--- src/rtl/cpu_datapath.sv ---
// cpu_datapath: execution datapath behind the control unit.
// The datapath has a registered 16-op ALU and a 32 x 8 data memory with a registered read-first port.
// result2 is a mux of registered values, so no path runs from the operand inputs to the output.
// Optional feature: define DATAPATH_ADDR_FAULT_EN to add the addr_fault output.
//   With it, an out-of-range effective address does three things: it suppresses the write,
//   it zeroes the load, and it raises addr_fault.
module cpu_datapath #(
  parameter int DATA_WIDTH = 8,
  parameter int ADDR_BITS  = 5
) (
  input  logic                  clk,
  input  logic                  rst,
  input  logic [DATA_WIDTH-1:0] operand1,
  input  logic [DATA_WIDTH-1:0] operand2,
  input  logic [DATA_WIDTH-1:0] offset,
  input  logic [3:0]            opcode,
  input  logic                  sel1,
  input  logic                  sel3,
  input  logic                  w_r,
`ifdef DATAPATH_ADDR_FAULT_EN
  output logic                  addr_fault,
`endif
  output logic [DATA_WIDTH-1:0] result2,
  output logic                  zero,
  output logic                  carry
);

  localparam int DEPTH = 2 ** ADDR_BITS;

  // ALU opcodes
  localparam logic [3:0] OP_ADD    = 4'h0;
  localparam logic [3:0] OP_SUB    = 4'h1;
  localparam logic [3:0] OP_AND    = 4'h2;
  localparam logic [3:0] OP_OR     = 4'h3;
  localparam logic [3:0] OP_XOR    = 4'h4;
  localparam logic [3:0] OP_NOT    = 4'h5;
  localparam logic [3:0] OP_SHL    = 4'h6;
  localparam logic [3:0] OP_SHR    = 4'h7;
  localparam logic [3:0] OP_PASSA  = 4'h8;
  localparam logic [3:0] OP_PASSB  = 4'h9;
  localparam logic [3:0] OP_INC    = 4'hA;
  localparam logic [3:0] OP_DEC    = 4'hB;
  localparam logic [3:0] OP_SLT    = 4'hC;
  localparam logic [3:0] OP_ADDOFF = 4'hD;
  localparam logic [3:0] OP_RSVD   = 4'hE;
  localparam logic [3:0] OP_NOP    = 4'hF;

  logic [DATA_WIDTH-1:0] alu_q, alu_d;
  logic [DATA_WIDTH-1:0] mem_q, mem_d;
  logic                  zero_q, zero_d;
  logic                  carry_q, carry_d;
  logic [ADDR_BITS-1:0]  mem_idx;
  logic                  mem_we;

  logic [DATA_WIDTH-1:0] mem_array [DEPTH];

  // Widened arithmetic so that carry and borrow fall out of the top bit.
  logic [DATA_WIDTH:0] sum_ab, diff_ab, sum_aoff, inc_a, dec_a;

  assign sum_ab   = {1'b0, operand1} + {1'b0, operand2};
  assign diff_ab  = {1'b0, operand1} - {1'b0, operand2};
  assign sum_aoff = {1'b0, operand1} + {1'b0, offset};
  assign inc_a    = {1'b0, operand1} + {{DATA_WIDTH{1'b0}}, 1'b1};
  assign dec_a    = {1'b0, operand1} - {{DATA_WIDTH{1'b0}}, 1'b1};

`ifdef DATAPATH_ADDR_FAULT_EN
  logic [DATA_WIDTH-1:0] eff_addr;
  logic                  addr_oor;
  logic                  fault_q;

  // The full-width effective address is needed to detect out-of-range accesses.
  always_comb begin
    eff_addr = operand1 + (sel3 ? offset : {DATA_WIDTH{1'b0}});
    mem_idx  = eff_addr[ADDR_BITS-1:0];
    addr_oor = |eff_addr[DATA_WIDTH-1:ADDR_BITS];
    mem_we   = w_r & ~addr_oor;
    mem_d    = addr_oor ? {DATA_WIDTH{1'b0}} : mem_array[mem_idx];
  end

  // The fault flag follows each access: it sets when the address is out of range and clears when it is in range.
  always_ff @(posedge clk or negedge rst) begin
    if (!rst) begin
      fault_q <= 1'b0;
    end else begin
      fault_q <= addr_oor;
    end
  end

  assign addr_fault = fault_q;
`else
  // Only the low address bits matter when addresses wrap, so the sum is taken at index width.
  always_comb begin
    mem_idx = operand1[ADDR_BITS-1:0] + (sel3 ? offset[ADDR_BITS-1:0] : {ADDR_BITS{1'b0}});
    mem_we  = w_r;
    mem_d   = mem_array[mem_idx];
  end
`endif

  // ALU next-state: result, carry and zero. NOP and ops without a defined carry hold the current values.
  always_comb begin
    alu_d   = alu_q;
    carry_d = carry_q;
    unique case (opcode)
      OP_ADD: begin
        alu_d   = sum_ab[DATA_WIDTH-1:0];
        carry_d = sum_ab[DATA_WIDTH];
      end
      OP_SUB: begin
        alu_d   = diff_ab[DATA_WIDTH-1:0];
        carry_d = diff_ab[DATA_WIDTH];
      end
      OP_AND:   alu_d = operand1 & operand2;
      OP_OR:    alu_d = operand1 | operand2;
      OP_XOR:   alu_d = operand1 ^ operand2;
      OP_NOT:   alu_d = ~operand1;
      OP_SHL: begin
        alu_d   = {operand1[DATA_WIDTH-2:0], 1'b0};
        carry_d = operand1[DATA_WIDTH-1];
      end
      OP_SHR: begin
        alu_d   = {1'b0, operand1[DATA_WIDTH-1:1]};
        carry_d = operand1[0];
      end
      OP_PASSA: alu_d = operand1;
      OP_PASSB: alu_d = operand2;
      OP_INC: begin
        alu_d   = inc_a[DATA_WIDTH-1:0];
        carry_d = inc_a[DATA_WIDTH];
      end
      OP_DEC: begin
        alu_d   = dec_a[DATA_WIDTH-1:0];
        carry_d = dec_a[DATA_WIDTH];
      end
      OP_SLT:   alu_d = {{(DATA_WIDTH-1){1'b0}}, (operand1 < operand2)};
      OP_ADDOFF: begin
        alu_d   = sum_aoff[DATA_WIDTH-1:0];
        carry_d = sum_aoff[DATA_WIDTH];
      end
      OP_RSVD:  alu_d = {DATA_WIDTH{1'b0}};
      OP_NOP:   alu_d = alu_q;
      default:  alu_d = alu_q;
    endcase
    zero_d = (opcode == OP_NOP) ? zero_q : (alu_d == {DATA_WIDTH{1'b0}});
  end

  // ALU, flag and load registers. Reset is asynchronous and does not touch memory contents.
  always_ff @(posedge clk or negedge rst) begin
    if (!rst) begin
      alu_q   <= '0;
      mem_q   <= '0;
      zero_q  <= 1'b1;
      carry_q <= 1'b0;
    end else begin
      alu_q   <= alu_d;
      mem_q   <= mem_d;
      zero_q  <= zero_d;
      carry_q <= carry_d;
    end
  end

  // Memory write port. Gating on rst suppresses any write on an edge that occurs while reset is held.
  always_ff @(posedge clk) begin
    if (rst && mem_we) begin
      mem_array[mem_idx] <= operand2;
    end
  end

  // Output mux over registered sources only.
  assign result2 = sel1 ? alu_q : mem_q;
  assign zero    = zero_q;
  assign carry   = carry_q;

endmodule
--- config.mk ---
export PLATFORM = sky130hd
export DESIGN_NAME = cpu_datapath
export DESIGN_NICKNAME = d
export VERILOG_FILES = /design/src/rtl/cpu_datapath.sv
export SDC_FILE = /design/constraint.sdc
export NUM_CORES = 1
export LEC_CHECK = 0
export ABC_AREA = 1
export CAP_MARGIN = 20
export CORE_MARGIN = 1.5
export CORE_UTILIZATION = 30
export DETAILED_ROUTE_END_ITERATION = 16
export PLACE_DENSITY = 0.43
export SYNTH_ARGS = -nofsm -noshare
export SYNTH_HDL_FRONTEND = slang
export SYNTH_SLANG_ARGS = --single-unit
export TNS_END_PERCENT = 100
--- constraint.sdc ---
create_clock -name clk -period 1.8 [get_ports clk]
set_input_delay 0.27 -clock clk [delete_from_list [all_inputs] [get_ports clk]]
set_output_delay 0.27 -clock clk [all_outputs]
set_load 0.005 [all_outputs]
After elaboration in Yosys (flattened, before gate mapping)
Memory sizes are Yosys's and may differ from the RTL's. A register that Yosys moved wholly into a read port is not among the register bits. Index checks and enable logic that the tools add are counted.

Register bits after elaboration: 10. RAM bits: 256. Input bits: 33. Logic and storage cells: 41. Memories kept: 1.

Memory list: mem_array (words 32, bits a word 8, read ports 1, clocked after memory_dff 1, wr ports 1, RTL line 55) `logic [DATA_WIDTH-1:0] mem_array [DEPTH];`.

Add/subtract/negate cells: 6. Order comparisons: 1. Equal/unequal tests: 15. Mux-type cells: 6. Bitwise logic cells: 4. Reduce and logical (&&, ||, !) cells: 5.

Operator list (count): 8-bit case mux with 16 select lines (1); 4-bit == test (second input constant) (8); 8-bit by 8-bit adder with 9-bit output (2); 4-bit by 3-bit == test with 1-bit output (second input constant) (4); 8-bit by 1-bit adder with 9-bit output (second input constant) (1); 8-bit by 1-bit subtractor with 9-bit output (second input constant) (1); 8-bit by 8-bit subtractor with 9-bit output (1); 8-bit bitwise AND (1); 4-bit by 2-bit == test with 1-bit output (second input constant) (2); 8-bit logical NOT (1); 8-bit < comparator (1); 8-bit two-way mux (1); 8-bit inverter (1); 8-bit OR (1); 8-bit XOR (1); 1-bit case mux with 7 select lines (1); 7-bit nonzero test (1); 5-bit adder (1); 5-bit two-way mux (1); 4-bit by 1-bit == test with 1-bit output (second input constant) (1); 4-bit logical NOT (1); 1-bit two-way mux (2); 1-bit logical AND (1); 1-bit logical NOT (1).

Longest topological paths before layout
Gate-level depths: netlist (run 1).

Word-level depth: 3. Mapped depth: 17. Depth with buffers taken out: 15.

Worst setup path after synthesis (run 1)
No wires, ideal clock.

Path kind: input to register. Start point: input offset[0]. End point: memory mem_array[14][0], enable pin. Library setup time: 0.370 ns. Data arrival time: 2.482 ns. Required time: 1.430 ns. Setup slack: -1.052 ns. Stages on the path: 11. Path through: nand2_1 > inv_1 > ha_1 > fa_1 > buf_2 > nand2_1 > inv_1 > buf_2 > clkbuf_1 > nand2_1 > nor2_1.

Cells in the longest elaborated chain, start to end: 2.

Ends and longest elaborated chain: from (decl) (RTL line 15) `input logic [DATA_WIDTH-1:0] offset,`; 5-bit two-way mux (RTL line 93) `mem_idx = operand1[ADDR_BITS-1:0] + (sel3 ? offset[ADDR_BITS-1:0] : {ADDR_BITS{1'b0}});`; 5-bit adder (RTL line 93); to (decl) (RTL line 55).

Every way passes these cells.

Worst setup path after layout (run 1)
Start point: input offset[0]. End point: memory mem_array[22][6], enable pin.

The elaborated chain is that of the path after synthesis.

==> results of run 1 <==
[report_power, final]
group	internal, mW	switching (mW)
registers	7.18	0.131
clock network	3.51	2.43
logic	1.84	2.24
[Yosys cell counts (2+ instances only)]
library cell	n	area share, %
a21oi_1	35	1.3
a221oi_1	26	1.7
a22o_1	11	0.74
a22oi_1	40	2.3
buf_1	2	0.058
buf_2	10	0.38
buf_6	2	0.17
clkbuf_1	23	0.66
clkinv_1	3	0.086
dfrtp_1	17	3.3
edfxtp_1	256	59
fa_1	4	0.61
ha_1	38	3.6
inv_1	90	2.6
inv_2	4	0.12
mux2_2	7	0.60
nand2_1	355	10
nand3_1	58	2.2
nand3_2	2	0.15
nand3b_1	4	0.23
nand4_1	35	1.7
nor2_1	120	3.5
nor3_1	4	0.15
nor3_4	5	0.62
nor3b_1	2	0.12
o2111ai_1	3	0.20
o211ai_1	2	0.12
o21a_1	3	0.17
o21ai_0	30	1.2
o21ai_1	5	0.19
o22ai_1	7	0.34
o31ai_1	2	0.12
xor2_1	6	0.40
[logic make-up after synthesis]
| logic type | after synthesis |
|---|---|
| simple gates | 589 |
| xor+xnor | 9 |
| flops | 274 |
| buf+inv | 136 |
| mux | 7 |
| fa+ha+maj | 42 |
| compound gates | 167 |
[layout make-up]
class / instances / area (µm²)
Fill cell: 4054 / 23700
Sequential cell: 274 / 8140
Multi-Input combinational cell: 814 / 5520
Timing Repair Buffer: 343 / 3520
Clock buffer: 32 / 737
Tap cell: 585 / 732
Inverter: 99 / 438
Clock inverter: 21 / 205
[timing repair]
action | CTS | global route
gates resized for setup | 167 | 149
pin swaps | 57 | 61
buffers inserted | 39 | 18
cloned | 2 | 4
endpoints found under the setup margin | 284 | 280
[layer usage]
metal,vias up,wire [µm],global-route usage (%)
li1,5012,-,-
met5,-,0,0
met2,274,21400,33.6
met1,5184,22300,30.4
met3,37,2140,2.25
met4,0,491,2.59
[critical path, cell delays in order]
cell	delay, ns
buf_8	0.10
nand2_4	0.05
inv_2	0.04
ha_4	0.15
fa_2	0.35
nand2_2	0.09
nand2_2	0.07
a21oi_4	0.14
xor2_2	0.10
buf_12	0.16
buf_6	0.13
nor3_4	0.23
clkinv_4	0.18
nor2_4	0.13
buf_12	0.14
[per-stage QoR]
step | std cells | setup TNS, ns | area (µm²) | worst slack, ns
floorplan | 1224 | -138.59 | 13600 | -0.650
global placement | 2053 | -363.82 | 16600 | -1.51
detailed placement | 2053 | -366.13 | 16600 | -1.48
CTS | 2146 | -47.30 | 18600 | -0.251
global route | 2168 | -71.62 | 19300 | -0.384
finish | 2168 | -54.14 | 19300 | -0.285
[state kept, by name, indices dropped and copies added, names as in the netlist]
name / cells
zero: 1
mem_array: 256
carry: 1
mem_q: 8
alu_q: 8
[path summary, 6_finish.rpt]
path | slack (ns) | to
max | -0.29 | mem_array[22][6]
min | 0.11 | mem_q[5]
max reg2reg | 0.31 | zero
min reg2reg | 0.47 | zero
max in group asynchronous | 1.39 | zero
min in group clk | 0.22 | mem_array[20][6]
==> impl_metrics.py, run 1 <==
metrics = {
    "run_status": {
        "status": "finished with violations",
        "violations": "setup timing",
    },
    "synthesis": {
        "ys.flop_type": "edfxtp_1",
        "synthesis.nets": 1299,
        "async_flop_share_pct": 6.57,
        "synth_top_family_by_area": "simple AND/OR/NAND/NOR gates",
        "synth_xor_xnor_area_share_pct": 0.806,
        "synth_edf_count": 256,
        "ys_seq_elements": 274,
        "synthCells": 1224,
        "synth-simple-area-share_pct": 19.1,
        "synth.mux.area_fraction_pct": 0.605,
        "synth_cell_types": 46,
        "synth_warnings": 0,
        "syn-cell-area_um2": 13000,
        "ys_seq_area_share_pct": 62.5,
        "synthAdderAreaFrac_pct": 4.26,
        "synth_compound_area_share_pct": 8.60,
        "syn_avg_cell_area_um2": 10.6,
    },
    "place": {
        "finalWeightedCongestion": 0.895,
        "io_buffer_count": 42,
        "hpwlAfterDp_um": 32900,
    },
    "die": {
        "core_um2": 43000,
        "rows": 76,
        "pin_count": 43,
        "die_w_um": 211,
        "start_util_pct": 30.3,
        "die_h_um": 211,
        "dieArea_um2": 44700,
    },
    "sta": {
        "finalHoldViolCount": 0,
        "skew_ns": 0.0180,
        "fin_ws_ns": -0.285,
        "setup_viol": 265,
        "rsz0062_at_grt": "yes",
        "relSlewSlack_pct": 67.8,
        "tightest_slew_ns": 0.482,
        "hold_ws_ns": 0.114,
        "slew_viol_final": 0,
        "timing.final.crit_share_pct": 116,
        "max_freq_ghz": 0.480,
        "min_period_ns": 2.09,
    },
    "route": {
        "vias": 10500,
        "first_iter_violations": 750,
        "drtAntennaViolNets": 0,
        "wirelength_um": 46300,
        "routed_via_density": 4.85,
        "post_drt_wl_per_cell_um": 21.4,
        "drtPass1Iterations": 5,
        "drt_drc_violations_left": 0,
    },
    "clock_network": {
        "clk-insertion-delay-late_ns": 0.56,
        "root_buffer": "clkbuf_16",
        "clock_path_buffers": 3,
        "clk_pin_slew_worst_paths_ns": 0.06,
        "hold_buffers": 0,
        "cts_buffers": 29,
        "cts_max_level": 1,
        "clkSinkCount": 274,
        "cts_tree": "yes",
    },
    "setup_path": {
        "r2r_start": "alu_q[2]",
        "worstSetupPathType": "in -> reg",
        "worst_setup_path_start_kind": "input pin",
        "cp-end-kind": "register",
        "crit_path_max_fanout": 8,
        "required_ns": 2.07,
        "r2r_cells": 10,
        "crit_arrival_ns": 2.35,
        "worstSetupStartpoint": "offset[0]",
    },
    "cells_and_area": {
        "final_common_cell": "nand2_1",
        "area_growth_syn_to_layout_pct": 48.0,
        "fin_util_pct": 44.9,
        "diodes": 0,
        "drive_gt1_share_pct": 36.9,
        "final_cell_mix": "nand2_1 (319), edfxtp_1 (256), buf_4 (209), inv_1 (67), nor2_1 (60)",
        "finalNetCount": 1636,
    },
    "global_routing": {
        "overflow": 0,
        "grt_pass1_vias": 10400,
        "grt_pass1_wl_um": 67700,
        "grt_max_degree": 34,
        "antenna_found_initial": 1,
        "grt.total_usage_pct": 20.7,
    },
    "pwr": {
        "ir_drop_v": 0.000766,
        "p_per_area_nw_per_um2": 898,
        "power_mw": 17.3,
        "p_leak_nw": 7.54,
    },
    "flow_run": {
        "drv_cap": 0,
    },
    "worst_hold_path": {
        "hp-class": "in -> async",
    },
}
(Power assumes the default switching activity.)
==> run 2, diff against run 1 <==
--- a/config.mk
+++ b/config.mk
@@ -6,8 +6,8 @@
 export NUM_CORES = 1
 export LEC_CHECK = 0
 export ABC_AREA = 1
+export ABC_CLOCK_PERIOD_IN_PS = 1800
 export CAP_MARGIN = 20
-export CORE_MARGIN = 1.5
 export CORE_UTILIZATION = 30
 export DETAILED_ROUTE_END_ITERATION = 16
 export PLACE_DENSITY = 0.43
==> run 2 against run 1 <==
The flow still finishes with violations (setup timing). Combinational power shrank 5.9%. Critical path type unchanged. Global-route usage shrank 0.077 points. Die area shrank 0.94%.
==> impl_metrics.py, run 2 (synthesis results as in run 1) <==
metrics = {
    "run_status": {
        "status": "finished with violations",
        "violations": "setup timing",
    },
    "sta": {
        "slew_viol_final": 0,
        "finalHoldViolCount": 0,
        "rsz0062_at_grt": "yes",
        "min_period_ns": 2.07,
        "tightest_slew_ns": 0.497,
        "max_freq_ghz": 0.484,
        "setup_viol": 264,
        "hold_ws_ns": 0.211,
        "skew_ns": 0.0222,
        "timing.final.crit_share_pct": 115,
        "setup-tns-final_ns": -38.77,
        "fin_ws_ns": -0.268,
        "relSlewSlack_pct": 66.9,
    },
    "clock_network": {
        "clock_path_buffers": 3,
        "clk-insertion-delay-late_ns": 0.57,
        "hold_buffers": 0,
        "clkSinkCount": 274,
        "cts_tree": "yes",
        "cts_buffers": 30,
        "cts_max_level": 1,
        "root_buffer": "clkbuf_16",
        "clk_pin_slew_worst_paths_ns": 0.07,
    },
    "cells_and_area": {
        "fillers": 4069,
        "multi_input_area_um2": 5430,
        "final_cell_mix": "nand2_1 (330), edfxtp_1 (256), buf_4 (228), inv_1 (68), nor2_1 (62)",
        "final_common_cell": "nand2_1",
        "fin_util_pct": 44.4,
        "regMostFlops": "mem_array",
        "area_growth_syn_to_layout_pct": 44.4,
        "largest_reg_flops": 256,
        "design_area_um2": 18800,
        "finalNetCount": 1625,
        "diodes": 0,
        "drive_gt1_share_pct": 35.7,
        "reg_top3": "mem_array: 256 flops, alu_q: 8 flops, mem_q: 8 flops",
        "register_area_um2": 8140,
    },
    "global_routing": {
        "antenna_found_initial": 1,
        "overflow": 0,
        "grt.total_usage_pct": 20.6,
        "grt_pass1_vias": 10500,
        "grt_max_degree": 37,
        "grt_pass1_wl_um": 67500,
    },
    "route": {
        "wirelength_um": 46000,
        "drt_drc_violations_left": 0,
        "first_iter_violations": 823,
        "drtPass1Iterations": 7,
        "vias": 10500,
        "drtAntennaViolNets": 0,
        "post_drt_wl_per_cell_um": 21.4,
        "routed_via_density": 4.86,
    },
    "die": {
        "die_h_um": 210,
        "start_util_pct": 30.7,
        "rows": 75,
        "die_w_um": 210,
        "pin_count": 43,
        "dieArea_um2": 44300,
        "core_um2": 42400,
    },
    "worst_hold_path": {
        "hp-class": "in -> async",
    },
    "setup_path": {
        "cp-end-kind": "register",
        "required_ns": 2.25,
        "worst_setup_path_start_kind": "input pin",
        "r2r_cells": 7,
        "r2r-end": "mem_q[4]",
        "r2r_slack_ns": 0.36,
        "crit_arrival_ns": 2.52,
        "worstSetupPathType": "in -> reg",
        "r2r_start": "mem_array[12][4]",
        "crit_path_max_fanout": 21,
    },
    "flow_run": {
        "drv_cap": 0,
    },
    "pwr": {
        "p_leak_nw": 7.33,
        "p_per_area_nw_per_um2": 940,
        "power_mw": 17.7,
        "ir_drop_v": 0.000850,
    },
    "place": {
        "io_buffer_count": 42,
        "postPlaceCellArea_um2": 16400,
        "finalWeightedCongestion": 0.892,
        "hpwlAfterDp_um": 32300,
    },
}
run 2: per-layer routing:
metal / track usage [%] / wire length, µm / vias to the layer above
li1: - / - / 4986
met1: 27.1 / 19900 / 5177
met2: 36.7 / 23000 / 234
met3: 2.41 / 2260 / 53
met4: 3.52 / 823 / 2
met5: 0 / 9 / -
run 2: timing repair:
action / CTS / global route
setup buffers: 33 / 22
resized for setup: 198 / 57
endpoints found under the hold margin: 0 / 0
cloned: 1 / 2
pin swaps: 67 / 40
setup endpoints to repair: 283 / 270
run 2: cell type report:
| type | count | area share (%) |
|---|---|---|
| Clock buffer | 34 | 4.07 |
| Clock inverter | 22 | 1.48 |
| Inverter | 99 | 2.26 |
| Multi-Input combinational cell | 815 | 28.8 |
| Sequential cell | 274 | 43.3 |
| Tap cell | 577 | 3.84 |
| Timing Repair Buffer | 330 | 16.3 |
run 2: worst max-delay path by stage:
stage	start	end	slack [ns]	cells after the start
4_1_cts	sel3	mem_q[4]	-0.24	14
5_1_grt	sel3	mem_array[5][6]	-0.32	14
3_5_place_dp	sel3	mem_q[6]	-1.47	15
3_3_place_gp	sel3	mem_q[6]	-1.49	15
2_1_floorplan	offset[0]	mem_array[4][0]	-0.65	12
6_report	sel3	mem_q[6]	-0.27	15
run 2: per-stage QoR:
step | worst slack, ns | std cells
final | -0.268 | 2151
after global routing | -0.321 | 2151
after CTS | -0.240 | 2128
after detailed placement | -1.47 | 2038
after global placement | -1.49 | 2038
after floorplan | -0.650 | 1224
run 2: worst max-delay path, stage by stage:
cell and delay [ns]:
buf_8 0.10, nand2_4 0.05, inv_2 0.04, ha_4 0.15, fa_2 0.65, buf_6 0.16
nor2_4 0.07, buf_8 0.19, buf_4 0.16, nand2_1 0.07, nand4_1 0.12, nand2_1 0.09
nand2_1 0.06, nor3b_2 0.24, nand2_1 0.09
run 2: power by group:
part / switching [mW] / leakage (nW) / internal [mW] / total (mW)
clock: 2.60 / 0.506 / 3.92 / 6.52
sequential: 0.152 / 2.52 / 7.18 / 7.33
combinational: 2.17 / 4.31 / 1.67 / 3.84
==> run 3, diff against run 2 <==
--- a/config.mk
+++ b/config.mk
@@ -7,10 +7,10 @@
 export LEC_CHECK = 0
 export ABC_AREA = 1
 export ABC_CLOCK_PERIOD_IN_PS = 1800
-export CAP_MARGIN = 20
 export CORE_UTILIZATION = 30
 export DETAILED_ROUTE_END_ITERATION = 16
-export PLACE_DENSITY = 0.43
+export PLACE_DENSITY = 0.55
+export SETUP_SLACK_MARGIN = 0.02
 export SYNTH_ARGS = -nofsm -noshare
 export SYNTH_HDL_FRONTEND = slang
 export SYNTH_SLANG_ARGS = --single-unit
==> run 3 against run 2 <==
Worst hold slack got worse by 0.12 ns. Global-route usage decreased by 1.5 points. Sequential share of layout area shrank 0.57 points. Critical endpoint is now mem_array[7][5]. Largest power group unchanged. First-iteration DRC count grew 0.49%. Die area unchanged. Register-to-register slack gained 0.08 ns. Total power is 0.98% higher. The run still ends with setup timing left. Routed wire length is 7.9% lower. Largest cell class unchanged. Sequential power about the same. Fmax grew 1.7%.
==> impl_metrics.py, run 3 (synthesis results as in run 1) <==
metrics = {
    "sta": {
        "relSlewSlack_pct": 70.7,
        "slew_viol_final": 0,
        "setup_viol": 264,
        "hold_ws_ns": 0.0908,
        "setup-tns-final_ns": -47.53,
        "min_period_ns": 2.03,
        "max_freq_ghz": 0.492,
        "skew_ns": 0.0263,
        "rsz0062_at_grt": "yes",
        "timing.final.crit_share_pct": 113,
        "finalHoldViolCount": 0,
        "tightest_slew_ns": 0.439,
        "fin_ws_ns": -0.234,
    },
    "place": {
        "io_buffer_count": 42,
        "dp.cells": 2029,
        "postPlaceCellArea_um2": 16500,
        "hpwlAfterDp_um": 29300,
        "finalWeightedCongestion": 0.913,
    },
    "pwr": {
        "p_per_area_nw_per_um2": 937,
        "power_mw": 17.9,
        "p_leak_nw": 7.40,
        "ir_drop_v": 0.000731,
    },
    "die": {
        "rows": 75,
        "core_um2": 42400,
        "dieArea_um2": 44300,
        "start_util_pct": 30.7,
        "die_h_um": 210,
        "die_w_um": 210,
        "pin_count": 43,
    },
    "global_routing": {
        "grt_pass1_vias": 10500,
        "grt.total_usage_pct": 19.1,
        "grt_pass1_wl_um": 63400,
        "antenna_found_initial": 0,
        "overflow": 0,
        "grt_max_degree": 34,
    },
    "cells_and_area": {
        "final_common_cell": "nand2_1",
        "multi_input_area_um2": 5640,
        "final_cell_mix": "nand2_1 (326), edfxtp_1 (256), buf_4 (209), inv_1 (70), nor2_1 (53)",
        "reg_top3": "mem_array: 256 flops, alu_q: 8 flops, mem_q: 8 flops",
        "diodes": 0,
        "fillers": 3919,
        "regMostFlops": "mem_array",
        "stdcell_count": 2135,
        "finalNetCount": 1611,
        "area_growth_syn_to_layout_pct": 46.3,
        "register_area_um2": 8140,
        "largest_reg_flops": 256,
        "drive_gt1_share_pct": 37.1,
        "design_area_um2": 19100,
    },
    "route": {
        "vias": 10400,
        "wl_met1_um": 18800,
        "wl_met2_um": 19700,
        "drtPass1Iterations": 5,
        "first_iter_violations": 827,
        "wirelength_um": 42300,
        "drtAntennaViolNets": 0,
        "drt_drc_violations_left": 0,
        "post_drt_wl_per_cell_um": 19.8,
        "routed_via_density": 4.88,
        "dr_wl_met3_um": 2250,
        "top_layer_used": "met4",
    },
    "clock_network": {
        "root_buffer": "clkbuf_16",
        "clock_path_buffers": 3,
        "clk_pin_slew_worst_paths_ns": 0.06,
        "clk-insertion-delay-late_ns": 0.58,
        "cts_buffers": 29,
        "cts_max_level": 1,
        "clkSinkCount": 274,
        "cts_tree": "yes",
    },
    "setup_path": {
        "worstSetupPathType": "in -> reg",
        "worstSetupStartpoint": "sel3",
        "r2r_cells": 9,
        "r2r_slack_ns": 0.44,
        "cp-end-kind": "register",
        "r2r_start": "alu_q[0]",
        "crit_arrival_ns": 2.26,
        "required_ns": 2.03,
        "crit_path_max_fanout": 8,
        "r2r-end": "zero",
        "worst_setup_path_start_kind": "input pin",
    },
    "flow_run": {
        "drv_cap": 0,
    },
    "run_status": {
        "status": "finished with violations",
        "violations": "setup timing",
    },
    "worst_hold_path": {
        "hp-class": "in -> async",
    },
}
-- run 3: changes by cell type in the layout (fill, tap and decap cells not counted), sizes merged, moves of 2 or more --
cell / change
buf: -17
clkbuf: +4
dlygate4sd2: -4
dlymetal6s2s: +3
clkdlybuf4s50: -2
-- run 3: metal layers --
metal  vias up  track usage [%]
met5         -                0
met4         0             7.72
met3        80             2.96
met2       326             30.9
met1      5072             25.7
li1       4947                -
-- run 3: critical path: stages --
cell,delay [ns]
buf_8,0.10
buf_6,0.11
nand2_2,0.05
inv_2,0.04
fa_2,0.39
nand2_2,0.08
nand2_2,0.07
a21oi_4,0.17
xor2_2,0.20
buf_12,0.15
inv_4,0.05
nor3_4,0.22
inv_4,0.10
nor2_4,0.25
-- run 3: how the worst max path moves through the flow --
stage | to | slack, ns | cells past startpoint
after floorplan | mem_array[4][0] | -0.65 | 12
after global placement | mem_q[2] | -1.47 | 12
after detailed placement | mem_q[2] | -1.47 | 12
after CTS | mem_array[24][1] | -0.24 | 14
after global routing | mem_array[7][4] | -0.34 | 14
final | mem_array[7][5] | -0.23 | 14
-- run 3: report_power, final --
part           switching (mW)  total, mW  internal [mW]
combinational            2.22       4.02           1.80
clock                    2.57       6.54           3.96
sequential              0.136       7.31           7.18
total                    4.93       17.9           12.9
-- run 3: through the flow --
| stage | worst slack, ns | utilization [%] |
|---|---|---|
| floorplan | -0.650 | - |
| global placement | -1.47 | 38.8 |
| detailed placement | -1.47 | 38.8 |
| CTS | -0.241 | 44.0 |
| global route | -0.335 | 45.0 |
| finish | -0.234 | 45.0 |
-- run 3: area by class of cell --
| cell class | instances | share of cell area [%] |
|---|---|---|
| timing repair buffer | 318 | 16.2 |
| inverter | 99 | 2.30 |
| clock inverter | 23 | 1.62 |
| clock buffer | 30 | 3.83 |
| multi-input combinational | 814 | 29.6 |
| sequential | 274 | 42.7 |
| tap | 577 | 3.79 |
-- run 3: what timing repair did --
action / in CTS / in global routing
buffers inserted: 42 / 8
setup endpoints to repair: 283 / 278
pin swaps: 87 / 63
hold buffers: 0 / 0
cloned: 4 / 1
gates resized for setup: 205 / 113
